$ cat src/rtl/oam_dma_if.sv
// Signal bundle between the OAM DMA controller and the CPU register, source bus and OAM.
// The controller takes the master side; the CPU/memory environment takes the slave side.
interface oam_dma_if;
  logic        m_tick;
  logic        start;
  logic [7:0]  start_page;
  logic [7:0]  dma_reg;
  logic [15:0] src_addr;
  logic        src_re;
  logic [7:0]  src_rdata;
  logic [7:0]  oam_addr;
  logic [7:0]  oam_wdata;
  logic        oam_we;
  logic        busy;
  logic        cpu_block;

  modport master (
    input  m_tick, start, start_page, src_rdata,
    output dma_reg, src_addr, src_re, oam_addr, oam_wdata, oam_we, busy, cpu_block
  );

  modport slave (
    output m_tick, start, start_page, src_rdata,
    input  dma_reg, src_addr, src_re, oam_addr, oam_wdata, oam_we, busy, cpu_block
  );
endinterface

$ cat src/rtl/oam_dma_ctrl.sv
// OAM DMA controller: copies OAM_BYTES bytes from {page,8'h00} into OAM, one byte per
// machine cycle, after a one-machine-cycle start delay.
module oam_dma_ctrl #(
  parameter int unsigned OAM_BYTES = 160
) (
  input logic       clk,
  input logic       rst_n,
  oam_dma_if.master dma
);

  typedef enum logic [1:0] {IDLE, DELAY, READ, WRITE} state_e;

  localparam logic [7:0] LAST_IDX = 8'(OAM_BYTES - 1);

  state_e     state_q, state_d;
  logic [7:0] idx_q, idx_d;
  logic [7:0] page_q, page_d;   // doubles as the CPU-visible DMA register
  logic [7:0] eff_page;
  logic       src_re;
  logic       oam_we;
  logic       busy;

  // Pages E0-FF are echo RAM; fetch from the mirrored C0-DF page instead.
  assign eff_page = (page_q[7:5] == 3'b111) ? page_q - 8'h20 : page_q;

  always_ff @(posedge clk or negedge rst_n) begin
    if (!rst_n) begin
      state_q <= IDLE;
      idx_q   <= '0;
      page_q  <= '0;
    end else begin
      // NOTE: non-blocking so every register samples pre-edge values regardless of order.
      state_q <= state_d;
      idx_q   <= idx_d;
      page_q  <= page_d;
    end
  end

  always_comb begin
    // NOTE: every output of this block is defaulted first so no path can infer a latch.
    state_d = state_q;
    idx_d   = idx_q;
    page_d  = page_q;
    src_re  = 1'b0;
    oam_we  = 1'b0;

    unique case (state_q)
      IDLE:  ;
      DELAY: if (dma.m_tick) state_d = READ;
      READ: begin
        if (dma.m_tick) begin
          src_re  = 1'b1;
          state_d = WRITE;
        end
      end
      WRITE: begin
        oam_we  = 1'b1;
        idx_d   = idx_q + 8'd1;
        state_d = (idx_q == LAST_IDX) ? IDLE : READ;
      end
      default: state_d = IDLE;
    endcase

    // A start restarts from any state; a write in flight this clk is left intact,
    // but a fresh read is dropped since its byte would never be written.
    if (dma.start) begin
      page_d  = dma.start_page;
      idx_d   = '0;
      state_d = DELAY;
      src_re  = 1'b0;
    end
  end

  assign busy          = (state_q != IDLE);
  assign dma.busy      = busy;
  assign dma.cpu_block = busy;
  assign dma.dma_reg   = page_q;
  assign dma.src_re    = src_re;
  assign dma.src_addr  = src_re ? {eff_page, idx_q} : 16'h0000;
  assign dma.oam_we    = oam_we;
  assign dma.oam_addr  = oam_we ? idx_q : 8'h00;
  assign dma.oam_wdata = oam_we ? dma.src_rdata : 8'h00;

endmodule

$ cat src/flat_wrapper.sv
// flat-port wrapper written by rule: the top's interface ports become plain ports
module oam_dma_ctrl_flat 
#(
  parameter int unsigned OAM_BYTES = 160
)
  (clk, rst_n, dma_m_tick, dma_start, dma_start_page, dma_src_rdata, dma_dma_reg, dma_src_addr, dma_src_re, dma_oam_addr, dma_oam_wdata, dma_oam_we, dma_busy, dma_cpu_block);
  oam_dma_if dma_i ();
  input logic clk;
  input logic rst_n;
  input wire logic [$bits(dma_i.m_tick)-1:0] dma_m_tick;
  input wire logic [$bits(dma_i.start)-1:0] dma_start;
  input wire logic [$bits(dma_i.start_page)-1:0] dma_start_page;
  input wire logic [$bits(dma_i.src_rdata)-1:0] dma_src_rdata;
  output wire logic [$bits(dma_i.dma_reg)-1:0] dma_dma_reg;
  output wire logic [$bits(dma_i.src_addr)-1:0] dma_src_addr;
  output wire logic [$bits(dma_i.src_re)-1:0] dma_src_re;
  output wire logic [$bits(dma_i.oam_addr)-1:0] dma_oam_addr;
  output wire logic [$bits(dma_i.oam_wdata)-1:0] dma_oam_wdata;
  output wire logic [$bits(dma_i.oam_we)-1:0] dma_oam_we;
  output wire logic [$bits(dma_i.busy)-1:0] dma_busy;
  output wire logic [$bits(dma_i.cpu_block)-1:0] dma_cpu_block;
  assign dma_i.m_tick = dma_m_tick;
  assign dma_i.start = dma_start;
  assign dma_i.start_page = dma_start_page;
  assign dma_i.src_rdata = dma_src_rdata;
  assign dma_dma_reg = dma_i.dma_reg;
  assign dma_src_addr = dma_i.src_addr;
  assign dma_src_re = dma_i.src_re;
  assign dma_oam_addr = dma_i.oam_addr;
  assign dma_oam_wdata = dma_i.oam_wdata;
  assign dma_oam_we = dma_i.oam_we;
  assign dma_busy = dma_i.busy;
  assign dma_cpu_block = dma_i.cpu_block;
  oam_dma_ctrl #(.OAM_BYTES(OAM_BYTES)) u_core (.clk(clk), .rst_n(rst_n), .dma(dma_i));
endmodule
$ cat config.mk
export PLATFORM = sky130hd
export DESIGN_NAME = oam_dma_ctrl_flat
export DESIGN_NICKNAME = d
export VERILOG_FILES = /design/src/rtl/oam_dma_if.sv /design/src/rtl/oam_dma_ctrl.sv /design/src/flat_wrapper.sv
export SDC_FILE = /design/constraint.sdc
export NUM_CORES = 1
export LEC_CHECK = 0
export CAP_MARGIN = 20
export CORE_ASPECT_RATIO = 1.4
export CORE_MARGIN = 5
export CORE_UTILIZATION = 34
export DETAILED_ROUTE_END_ITERATION = 8
export PLACE_DENSITY = 0.76
export SLEW_MARGIN = 20
export SYNTH_ARGS = -nofsm -noshare
export SYNTH_HDL_FRONTEND = slang
export SYNTH_SLANG_ARGS = --single-unit
export TNS_END_PERCENT = 20
$ cat constraint.sdc
create_clock -name clk -period 1.5 [get_ports clk]
set_clock_uncertainty 0.2 [all_clocks]
set_input_delay 0.225 -clock clk [delete_from_list [all_inputs] [get_ports clk]]
set_output_delay 0.225 -clock clk [all_outputs]
set_load 0.005 [all_outputs]
# Word level (Yosys, flattened, before mapping)
# Cells that the tools add are included.
[totals] rom_bits=0 n_memories=0 out_inout_bits=44 mem_bits_rw=0 inputBits=20 ff_bits=18 word_cells=31 latch_bits=0
[classes] reduce_logical=4 n_div=0 n_shift=0 n_bitwise=0 addsub=2 n_mul=0 n_mux=15 eq_ne=7 magnitude_cmp=0
[ops] cell="2-to-1 mux 8 bit" n=5
[ops] cell="2-to-1 mux 16 bit" n=1
[ops] cell="adder 8 x 1 -> 8 bit, second input constant" n=1
[ops] cell="== test 8 bit, second input constant" n=1
[ops] cell="2-to-1 mux 2 bit" n=4
[ops] cell="subtractor 8 x 6 -> 8 bit, second input constant" n=1
[ops] cell="!= test 3 bit, second input constant" n=2
[ops] cell="one-hot mux 2 bit (3 select lines)" n=1
[ops] cell="== test 2 bit, second input constant" n=2
[ops] cell="2-to-1 mux 1 bit" n=4
[ops] cell="nonzero test 2 bit" n=2
[ops] cell="nonzero test 4 bit" n=1
[ops] cell="== test 3 bit, second input constant" n=1
[ops] cell="AND reduction 3 bit" n=1
[ops] cell="== test 2 x 1 -> 1 bit, second input constant" n=1

# Logic depth before layout (Yosys ltp)
# Gate-level depths: netlist (run 1).
[depth] ltp_word=4 depth_mapped=4 ltp_nobuf=4

# Least setup slack after synthesis (run 1)
# Ideal clock, no wire load.
[synth_timing] path_type="register to output" startpoint="register u_core.state_q[0]" endpoint="output dma_src_addr[2]" path_buffers=0 required_ns=1.075 stages_incl_launch_ff=4 arrival_ns=1.200 setup_slack_ns=-0.125 cell_sequence="dfrtp_1 -> nand3b_2 -> nor2_1 -> and2_2"
[synth_between] elab_chain_cells=4
[synth_rtl] element="start, declared" line_no="oam_dma_ctrl.sv:15" source="state_e state_q, state_d;"
[synth_rtl] element="start signal, assigned" line_no="oam_dma_ctrl.sv:33" source="state_q <= state_d;"
[synth_rtl] element="== test 2 bit" line_no="oam_dma_ctrl.sv:47" source="unique case (state_q)"
[synth_rtl] element="2-to-1 mux 1 bit" line_no="oam_dma_ctrl.sv:47"
[synth_rtl] element="2-to-1 mux 1 bit" line_no="oam_dma_ctrl.sv:66" source="if (dma.start) begin"
[synth_rtl] element="named net dma_src_re" line_no="flat_wrapper.sv:16" source="output wire logic [$bits(dma_i.src_re)-1:0] dma_src_re;"
[synth_rtl] element="2-to-1 mux 16 bit" line_no="oam_dma_ctrl.sv:79" source="assign dma.src_addr = src_re ? {eff_page, idx_q} : 16'h0000;"
[synth_rtl] element="end, declared" line_no="flat_wrapper.sv:15" source="output wire logic [$bits(dma_i.src_addr)-1:0] dma_src_addr;"
# The timed path passes the listed nets, and every way through them passes these cells.

# Final worst setup path (run 1)
[layout_timing] startpoint="register u_core.state_q[0]" endpoint="output dma_src_addr[5]"
[layout_between] elab_chain_cells=4
[layout_rtl] element="== test 2 bit" line_no="oam_dma_ctrl.sv:47"
[layout_rtl] element="2-to-1 mux 1 bit" line_no="oam_dma_ctrl.sv:47"
[layout_rtl] element="2-to-1 mux 1 bit" line_no="oam_dma_ctrl.sv:66"
[layout_rtl] element="2-to-1 mux 16 bit" line_no="oam_dma_ctrl.sv:79"
# Every way passes these cells.

==> results of run 1 <==
==> layer usage <==
layer | share of wire [%] | wire, µm | GRT usage (%) | up-vias
li1 | - | - | - | 635
met1 | 36 | 1630 | 19.8 | 627
met2 | 53 | 2400 | 35.1 | 68
met3 | 8.9 | 403 | 5.88 | 10
met4 | 1.9 | 86 | 4.41 | 0
met5 | 0 | 0 | 0 | -
==> layout make-up <==
type	count	area, µm²
clock buffer	4	55.1
fill	261	942
sequential	18	453
inverter	3	13.8
timing repair buffer	106	900
tap	39	48.8
multi-input combinational	100	711
==> cells by family after synthesis <==
family | count (synthesis)
AOI/OAI and AO/OA | 15
buffers and inverters | 11
adders and majority gates | 3
xor gates and xnor gates | 3
muxes | 1
and+or+nand+nor | 77
DFF | 18
==> critical path: cells and delay by family, from the launching register on <==
family | cells | cell delay (ns)
buffers and inverters | 3 | 0.30
AND/OR/NAND/NOR | 3 | 0.50
flip-flops | 1 | 0.40
==> worst min-delay path by stage <==
stage	depth (start not counted)	slack [ns]	startpoint	to
2_1_floorplan	0	-0.27	rst_n	u_core.dma.dma_reg[0]
3_3_place_gp	2	0.28	u_core.dma.dma_reg[4]	u_core.dma.dma_reg[4]
3_5_place_dp	2	0.30	u_core.dma.dma_reg[0]	u_core.dma.dma_reg[0]
4_1_cts	2	0.11	rst_n	u_core.dma.dma_reg[6]
5_1_grt	2	0.12	rst_n	u_core.idx_q[1]
6_report	2	0.09	rst_n	u_core.dma.dma_reg[6]
==> placed cells by master, fill, tap and decap left out, types with 2 or more instances in the layout <==
master	instances
buf_6	27
buf_4	26
nand2_1	18
clkdlybuf4s50_1	17
dfrtp_1	16
and3_1	14
buf_2	13
clkbuf_2	12
and2_4	9
nand2b_1	8
dlygate4sd2_1	8
o21ai_0	5
nor2_1	4
a21oi_2	4
clkbuf_8	4
nor2_4	3
nand3_2	3
a21oi_1	3
inv_1	2
xnor2_1	2
nor3_1	2
nor2_2	2
nand4_1	2
or3_4	2
or3_1	2
clkdlybuf4s15_1	2
dfrtp_2	2
==> stage by stage <==
stage | hold WS, ns | instances | TNS, ns | utilization, % | cell area, µm²
CTS | 0.109 | 265 | -8.96 | 67.4 | 2100
floorplan | -0.271 | 128 | 0 | - | 1120
detailed placement | 0.298 | 240 | -16.88 | 59.7 | 1870
global route | 0.116 | 270 | -11.09 | 69.8 | 2180
finish | 0.0898 | 270 | -8.83 | 69.8 | 2180
global placement | 0.279 | 240 | -15.94 | 59.7 | 1870
==> power by group <==
group	switching (µW)	internal (µW)	leakage, µW
clock	181	234	0.0000288
sequential	25.3	513	0.000230
combinational	157	211	0.000864
total	363	958	0.00112
==> what timing repair did <==
action	in CTS	in global routing
cloned	4	0
endpoints found under the setup margin	48	46
resized for setup	168	38
pin swaps	15	11
setup buffers	17	5
==> impl_results.md, run 1 <==
* Synth Register Bits at 18
* Type of element capturing the critical path: output pin
* Fin nets at around 260
* Crit path launch: u_core.state_q[0]
* Fin worst setup slack at -0.372 ns
* CP Data Required Time at between 1 and 1.5 ns
* Slew @ Worst Pin at about 0.45 ns
* Critical path destination: dma_src_addr[5]
* Slew Limit Headroom at 70.0%
* Yosys top cell by area: dfrtp_1
* Reg clk slew, reported paths at approximately 0.090 ns
* Detail Route Antenna Nets at 0
* Reg-to-reg slack, setup at -0.26 ns
* Root buffer cell: clkbuf_8
* DP HPWL at 2710 µm
* Mux share of post-synthesis cell area at less than 1%
* DR vias at 1340
* Number of global-route vias before repair at between 1000 and 1500
* CTS Sinks at 18
* ANT cells at 0
* Num CTS Buffers at 3
* Cts hold-fix bufs at 0
* Starting Density at roughly a third
* DRC violations left at 0
* Cell count after synthesis at 128
* Worst-Skew Late Latency at 0.27 ns
* Status: finished with violations
* Synth top area cells: dfrtp_1, and3_1, nand2_1
* # IOs at 64
* Yosys Warn Count at 0
* WS Path Type: reg2out
* Initial DRC Count at 27
* CP Cell Sequence: nand3b_4 > nor2_4 > buf_4 > buf_6 > and2_4 > buf_6
* R2R depth at 6
* Hold crit path type: in2async
* Failing checks: setup timing
* F_max at ~0.53 GHz
* Die Y at 77.1 µm
* Synth Area in Simple Gates at 38.9%
* Largest net degree at the start of global routing at 19
* Max Root-Sink Buffers at 2
* Post-synth top cells: nand2_1, dfrtp_1, and3_1
* RSZ-0062 raised after global routing: true
* GRT Util Overall at a little under a fifth
* Routed wire per std cell at between 15 and 20 µm
* Area Overhead vs Synth at 99.2%
* Reg2reg end: u_core.idx_q[7]
* Routability cong. at ~0.76
* Xor and xnor area share after synthesis at roughly 2.4%
* Main synth FF type: dfrtp_1
* Max-slew violations at 0
* Period utilisation layout at 125%
* Max-cap viol count at 0
* Adder-cell share of the synthesized area at 3.43%
* Largest family of logic cells by synthesized area: simple AND/OR/NAND/NOR gates
* Startpoint types: flop
* Port bufs at 63
* H-tree levels at 1
* Most used cell, CP: buf_6
* Final hold vios at 0
* 1st-pass router iterations at 4
* CORE AREA at about 3100 µm²
* Area of the mapped netlist at around 1100 µm²
* Finish-stage setup viols at 40
* Number of distinct library cells after synthesis at 34
* VDD IR max at roughly 500 µV
* Worst-path fanout max at 4
* CP max stage delay at around 0.40 ns
* Via density at 4.96
* Ratio of cells with drive above 1 in the final layout at around 51%
* Sequential area share after synthesis at roughly 40%
* Min cycle time layout at approximately 1.9 ns
* Compound-Gate Fraction of Synth Area at between 7 and 8%
* Site row count at 24
* First-pass GRT wire length at between 6000 and 7000 µm
* Power per cell area at 605 nW/µm²
* Antenna violations before repair at 0
* Total power at ~1300 µW
* Die W at ~58 µm
* Post-Place Worst Slack at -0.709 ns
* Remaining global-route overflow at 0
* Avg Inst Size Synth at between 8 and 9 µm²
* Most frequent cell after synthesis: nand2_1
* Synth top area share at just over 40%
* CP max stage cell: dfrtp_1
* TritonCTS clock tree: yes
* WL final at roughly 4500 µm
* Leakage at 0.00112 µW
* Async SR Flop Fraction at between 90% and 100%
* Reg2reg start: u_core.state_q[1]
* Post-synth EDFFs at 0
* Die ar. at around 4500 µm²
* Arrival time worst endpoint at approximately 1.5 ns
* Mapped Nets at between 150 and 200
Power figures use the tool's default switching activity.
==> run 2: changes to the inputs <==
CORE_UTILIZATION = 58   (was 34)
CTS_BUF_LIST = sky130_fd_sc_hd__clkbuf_8   (was unset)
DONT_BUFFER_PORTS = 1   (was unset)
==> run 2 against run 1 <==
Net effect: the flow still finishes with violations (setup timing); sequential share of layout area is 7.0 points higher; maximum frequency is 6.1% higher; combinational power is 28% lower; register-to-register slack better by 0.06 ns; highest routed layer unchanged; cell count is 31% lower; wire length is 13% lower; clock-buffer cell count stayed put; worst hold slack worse by 0.024 ns; via count is 14% lower; clock power is 3% lower; critical path depth is 2 lower; largest power group unchanged; sequential cell count stayed put.
==> impl_results.md, run 2 (synthesis gave the netlist of run 1 again) <==
* Startpoint types: flop
* Max-slew violations at 0 (unchanged)
* VDD IR max at 1010 µV (+110%)
* Commonest non-fill, non-tap cell in the layout: buf_4
* TritonCTS clock tree: yes
* Starting Density at 61.5% (+26 points)
* Finish-stage setup viols at 32 (-20%)
* Antenna violations before repair at 0 (unchanged)
* Die ar. at 2870 µm² (-36%)
* Remaining global-route overflow at 0 (unchanged)
* ANT cells at 0 (unchanged)
* # IOs at 64 (unchanged)
* Min cycle time layout at 1.76 ns (-0.108 ns)
* Area Overhead vs Synth at 48.5%
* Leakage at 0.000829 µW (-26%)
* Hold crit path type: in2reg
* H-tree levels at 1 (unchanged)
* Detail Route Antenna Nets at 0 (unchanged)
* DP HPWL at 2070 µm (-24%)
* GRT Util Overall at 25.8% (+7.0 points)
* Root buffer cell: clkbuf_8
* Type of element capturing the critical path: output pin
* CP max stage cell: dfrtp_1
* Initial DRC Count at 36 (+33%)
* Via density at 6.23 (+26%)
* RSZ-0062 raised after global routing: true
* Status: finished with violations
* DR vias at 1153 (-14%)
* Fin worst setup slack at -0.264 ns (+0.108 ns)
* Site row count at 18 (-25%)
* WS Path Type: reg2out
* Number of global-route vias before repair at 1147 (-18%)
* CORE AREA at 1780 µm² (-43%)
* DRC violations left at 0 (unchanged)
* Final Core Density at 91.4% (+22 points)
* Max Root-Sink Buffers at 2 (unchanged)
* CP Cell Sequence: ha_2 > nand2_4 > xnor2_2 > nor3_2
* Arrival time worst endpoint at 1.34 ns (-0.11 ns)
* Power per cell area at 747 nW/µm² (+23%)
* Period utilisation layout at 118% (-7.2 points)
* Slew Limit Headroom at 42.9% (-27 points)
* WL final at 3920 µm (-13%)
* CP delay by family, top: flip-flops
* Routability cong. at 0.787 (+2.9%)
* First-pass GRT wire length at 5160 µm (-23%)
* Fin nets at 189 (-26%)
* Ratio of cells with drive above 1 in the final layout at 35.8% (-15 points)
* Most frequent cells in the layout: buf_4, nand2_1, dfrtp_1, and3_1, dlygate4sd3_1
* Setup TNS at -4.53 ns (+4.30 ns)
* CTS Sinks at 18 (unchanged)
* Slew @ Worst Pin at 0.854 ns (+0.404 ns)
* Num CTS Buffers at 3 (unchanged)
* Worst-Skew Late Latency at 0.25 ns (-0.02 ns)
* Failing checks: setup timing
* F_max at 0.567 GHz (+6.1%)
* Die W at 46.7 µm (-19%)
* Filler Cells Inserted at 75 (-71%)
* Worst-path fanout max at 3 (-1)
* Max-cap viol count at 0 (unchanged)
* Crit path buf inv count at 0 (-3)
* Die Y at 61.4 µm (-20%)
* Hold Slack at 0.0658 ns (-0.0240 ns)
* Final hold vios at 0 (unchanged)
* Port bufs at 0 (-100%)
* CP max stage delay at 0.40 ns (about the same)
* 1st-pass router iterations at 4 (unchanged)
* CP Data Required Time at 1.07 ns (about the same)
* Routed wire per std cell at 21.2 µm (+27%)
* Largest net degree at the start of global routing at 21 (+2)
* Reg clk slew, reported paths at 0.07 ns (-0.02 ns)
[run 2: cell types whose count changed in the layout (fill, tap and decap cells not counted), sizes merged]
| cell | previous run | this run |
|---|---|---|
| dlygate4sd3 | 0 | 11 |
| dlygate4sd2 | 8 | 0 |
| dlymetal6s4s | 0 | 6 |
| clkdlybuf4s15 | 2 | 0 |
| clkdlybuf4s50 | 17 | 0 |
| clkbuf | 16 | 4 |
| buf | 67 | 23 |
[run 2: routing by layer]
| layer | wire length, µm | track usage (%) | share of wire [%] |
|---|---|---|---|
| met5 | 0 | 0 | 0 |
| met4 | 97 | 14.6 | 2.5 |
| met3 | 389 | 7.31 | 9.9 |
| met2 | 2030 | 44.7 | 52 |
| met1 | 1390 | 27.4 | 36 |
[run 2: metrics by stage]
step | setup WS (ns) | cell area, µm² | instances | power, µW
after floorplan | 0.0170 | 1120 | 128 | 658
after global placement | -0.0212 | 1210 | 158 | 677
after detailed placement | -0.0538 | 1210 | 158 | 686
after CTS | -0.216 | 1490 | 181 | 1150
after global routing | -0.329 | 1630 | 185 | 1270
final | -0.264 | 1630 | 185 | 1210
[run 2: path summary, 6_finish.rpt]
kind / start / endpoint / slack [ns] / cells past startpoint
max: u_core.dma.dma_reg[5] / dma_src_addr[13] / -0.26 / 4
min: dma_m_tick / u_core.state_q[0] / 0.07 / 2
max reg2reg: u_core.state_q[0] / u_core.idx_q[7] / -0.20 / 5
min reg2reg: u_core.idx_q[7] / u_core.idx_q[7] / 0.41 / 2
max in group asynchronous: rst_n / u_core.state_q[1] / 0.20 / 1
min in group asynchronous: rst_n / u_core.dma.dma_reg[7] / 0.32 / 1
[run 2: report_power, final]
part           switching (µW)  internal (µW)
Combinational             121            142
Clock                     169            233
Sequential               35.4            513
[run 2: layout make-up]
cell class	count	area [µm²]	area share (%)
multi-input combinational	100	709	43.6
sequential	18	452	27.8
timing repair buffer	40	373	22.9
clock buffer	4	55.1	3.39
tap	20	25.0	1.54
inverter	3	11.3	0.693
[run 2: what timing repair did]
action | CTS | global route
gates resized for setup | 13 | 30
buffers inserted | 1 | 4
hold buffers | 17 | 0
cloned | 1 | 0
pin swaps | 7 | 6
hold endpoints to repair | 36 | 0
setup endpoints to repair | 40 | 50
==> run 3: changes to the inputs <==
CORE_MARGIN = 1   (was 5)
==> run 3 against run 2 <==
Net effect: the run ends with hold timing, setup timing left; non-clock buffer count fell by 5; sequential cell count did not move; maximum frequency fell by 0.45%; via count fell by 5.7%; critical path depth did not move; global-route usage rose by 5.7 points; wire length fell by 13%; cell area fell by 3.1%; largest power group unchanged.
==> impl_results.md, run 3 (synthesis gave the netlist of run 1 again) <==
* Routed wire per std cell at 18.9 µm (-11%)
* Arrival time worst endpoint at 1.35 ns (about the same)
* Hold Slack at -0.0759 ns (-0.142 ns)
* Max-cap viol count at 0 (unchanged)
* Reg2reg start: u_core.state_q[0]
* Root buffer cell: clkbuf_8
* Site row count at 18 (unchanged)
* 1st-pass router iterations at 4 (unchanged)
* Crit path launch: u_core.dma.dma_reg[5]
* Port bufs at 0 (unchanged)
* F_max at 0.564 GHz (-0.45%)
* Max-slew violations at 0 (unchanged)
* CORE AREA at 1780 µm² (unchanged)
* H-tree levels at 1 (unchanged)
* Fin nets at 184 (-2.6%)
* GRT Util Overall at 31.5% (+5.7 points)
* WL final at 3410 µm (-13%)
* CP Cell Sequence: ha_2 > nand2_2 > mux2i_1 > and2_1
* Power per cell area at 764 nW/µm² (+2.3%)
* CP Data Required Time at 1.07 ns (about the same)
* Finish-stage setup viols at 40 (+25%)
* Antenna violations before repair at 0 (unchanged)
* Slew Limit Headroom at 44.9% (+2.0 points)
* Ratio of cells with drive above 1 in the final layout at 37.5% (+1.7 points)
* Max Root-Sink Buffers at 2 (unchanged)
* Worst-Skew Late Latency at 0.26 ns (about the same)
* Number of global-route vias before repair at 976 (-15%)
* Min cycle time layout at 1.77 ns (+0.00801 ns)
* Die W at 38.7 µm (-17%)
* CP max stage delay at 0.43 ns (+0.03 ns)
* Post-Place Worst Slack at -0.0258 ns (+0.0280 ns)
* Startpoint types: flop
* Status: finished with violations
* Final Cell Area at 1580 µm² (-3.1%)
* Filler Cells Inserted at 82 (+9.3%)
* Initial DRC Count at 24 (-33%)
* Reg clk slew, reported paths at 0.07 ns (about the same)
* Area Overhead vs Synth at 43.9%
* Largest net degree at the start of global routing at 21 (unchanged)
* Die ar. at 2070 µm² (-28%)
* Period utilisation layout at 118% (+0.53 points)
* RSZ-0062 raised after global routing: true
* Cell Area, Placed at 1200 µm² (-1.2%)
* VDD IR max at 873 µV (-14%)
* Leakage at 0.000764 µW (-7.9%)
* Reg-to-reg slack, setup at -0.06 ns (+0.14 ns)
* Fin worst setup slack at -0.272 ns (-0.00801 ns)
* DR vias at 1087 (-5.7%)
* Type of element capturing the critical path: output pin
* Slew @ Worst Pin at 0.827 ns (-0.0266 ns)
* Hold crit path type: in2async
* Via density at 6.04 (-3.1%)
* Routability cong. at 0.718 (-8.8%)
* CP max stage cell: dfrtp_1
* Failing checks: hold timing, setup timing
* CTS Sinks at 18 (unchanged)
* DRC violations left at 0 (unchanged)
* Worst-path fanout max at 3 (unchanged)
* Remaining global-route overflow at 0 (unchanged)
* Detail Route Antenna Nets at 0 (unchanged)
* TritonCTS clock tree: yes
* ANT cells at 0 (unchanged)
* Die Y at 53.4 µm (-13%)
* First-pass GRT wire length at 4400 µm (-15%)
* Most frequent cells in the layout: nand2_1, buf_4, dfrtp_1, dlygate4sd3_1
* Final hold vios at 18 (+18)
* Num CTS Buffers at 3 (unchanged)
* Starting Density at 61.5% (unchanged)
* DP HPWL at 1730 µm (-17%)
* WS Path Type: reg2out
* # IOs at 64 (unchanged)
* Commonest non-fill, non-tap cell in the layout: nand2_1
## run 3: cell types whose count changed in the layout (fill, tap and decap cells not counted), sizes merged
cell,before,now
buf,23,19
dlygate4sd3,11,10
## run 3: final timing paths
path | endpoint | cells past startpoint
setup / recovery | dma_src_addr[14] | 4
hold / removal | u_core.idx_q[2] | 1
setup reg to reg | u_core.idx_q[3] | 5
hold reg to reg | u_core.idx_q[7] | 2
max in group asynchronous | u_core.state_q[0] | 1
min in group clk | u_core.dma.dma_reg[5] | 3
## run 3: area by class of cell
type	count	area, µm²	share of cell area, %
Clock buffer	4	55.1	3.49
Inverter	3	11.3	0.715
Multi-Input combinational cell	100	703	44.6
Sequential cell	18	454	28.8
Tap cell	20	25.0	1.59
Timing Repair Buffer	35	327	20.7
## run 3: critical path: cells and delay by family, from the launching register on
kind / cells / cell delay, ns
adders and majority gates: 1 / 0.21
DFF: 1 / 0.43
muxes: 1 / 0.19
and+or+nand+nor: 2 / 0.26
## run 3: power by group
part | switching, µW | internal, µW | leakage [µW]
clock network | 178 | 234 | 0.0000288
registers | 32.2 | 513 | 0.000229
logic | 115 | 130 | 0.000506
## run 3: repair_timing
| action | 4_1_cts | 5_1_grt |
|---|---|---|
| endpoints found under the setup margin | 33 | 49 |
| pin swaps | 2 | 6 |
| setup buffers | 0 | 2 |
| hold endpoints to repair | 36 | 0 |
| cloned | 1 | 1 |
| hold buffers | 16 | 0 |
| gates resized for setup | 13 | 31 |
## run 3: per-stage QoR
step / power, µW / utilization [%] / hold WS [ns] / setup TNS, ns / cells
floorplan: 658 / - / -0.271 / 0 / 128
global placement: 675 / 67.2 / -0.270 / 0 / 156
detailed placement: 683 / 67.2 / -0.270 / -0.0499 / 156
CTS: 1150 / 81.9 / 0.165 / -3.42 / 177
global route: 1230 / 88.5 / 0.0157 / -6.26 / 180
finish: 1200 / 88.5 / -0.0759 / -4.68 / 180
## run 3: metal layers
metal	up-vias	track usage (%)	routed length (µm)
li1	499	-	-
met1	519	33.0	1170
met2	64	57.5	1990
met3	5	4.62	189
met4	0	16.7	57
met5	-	0	0
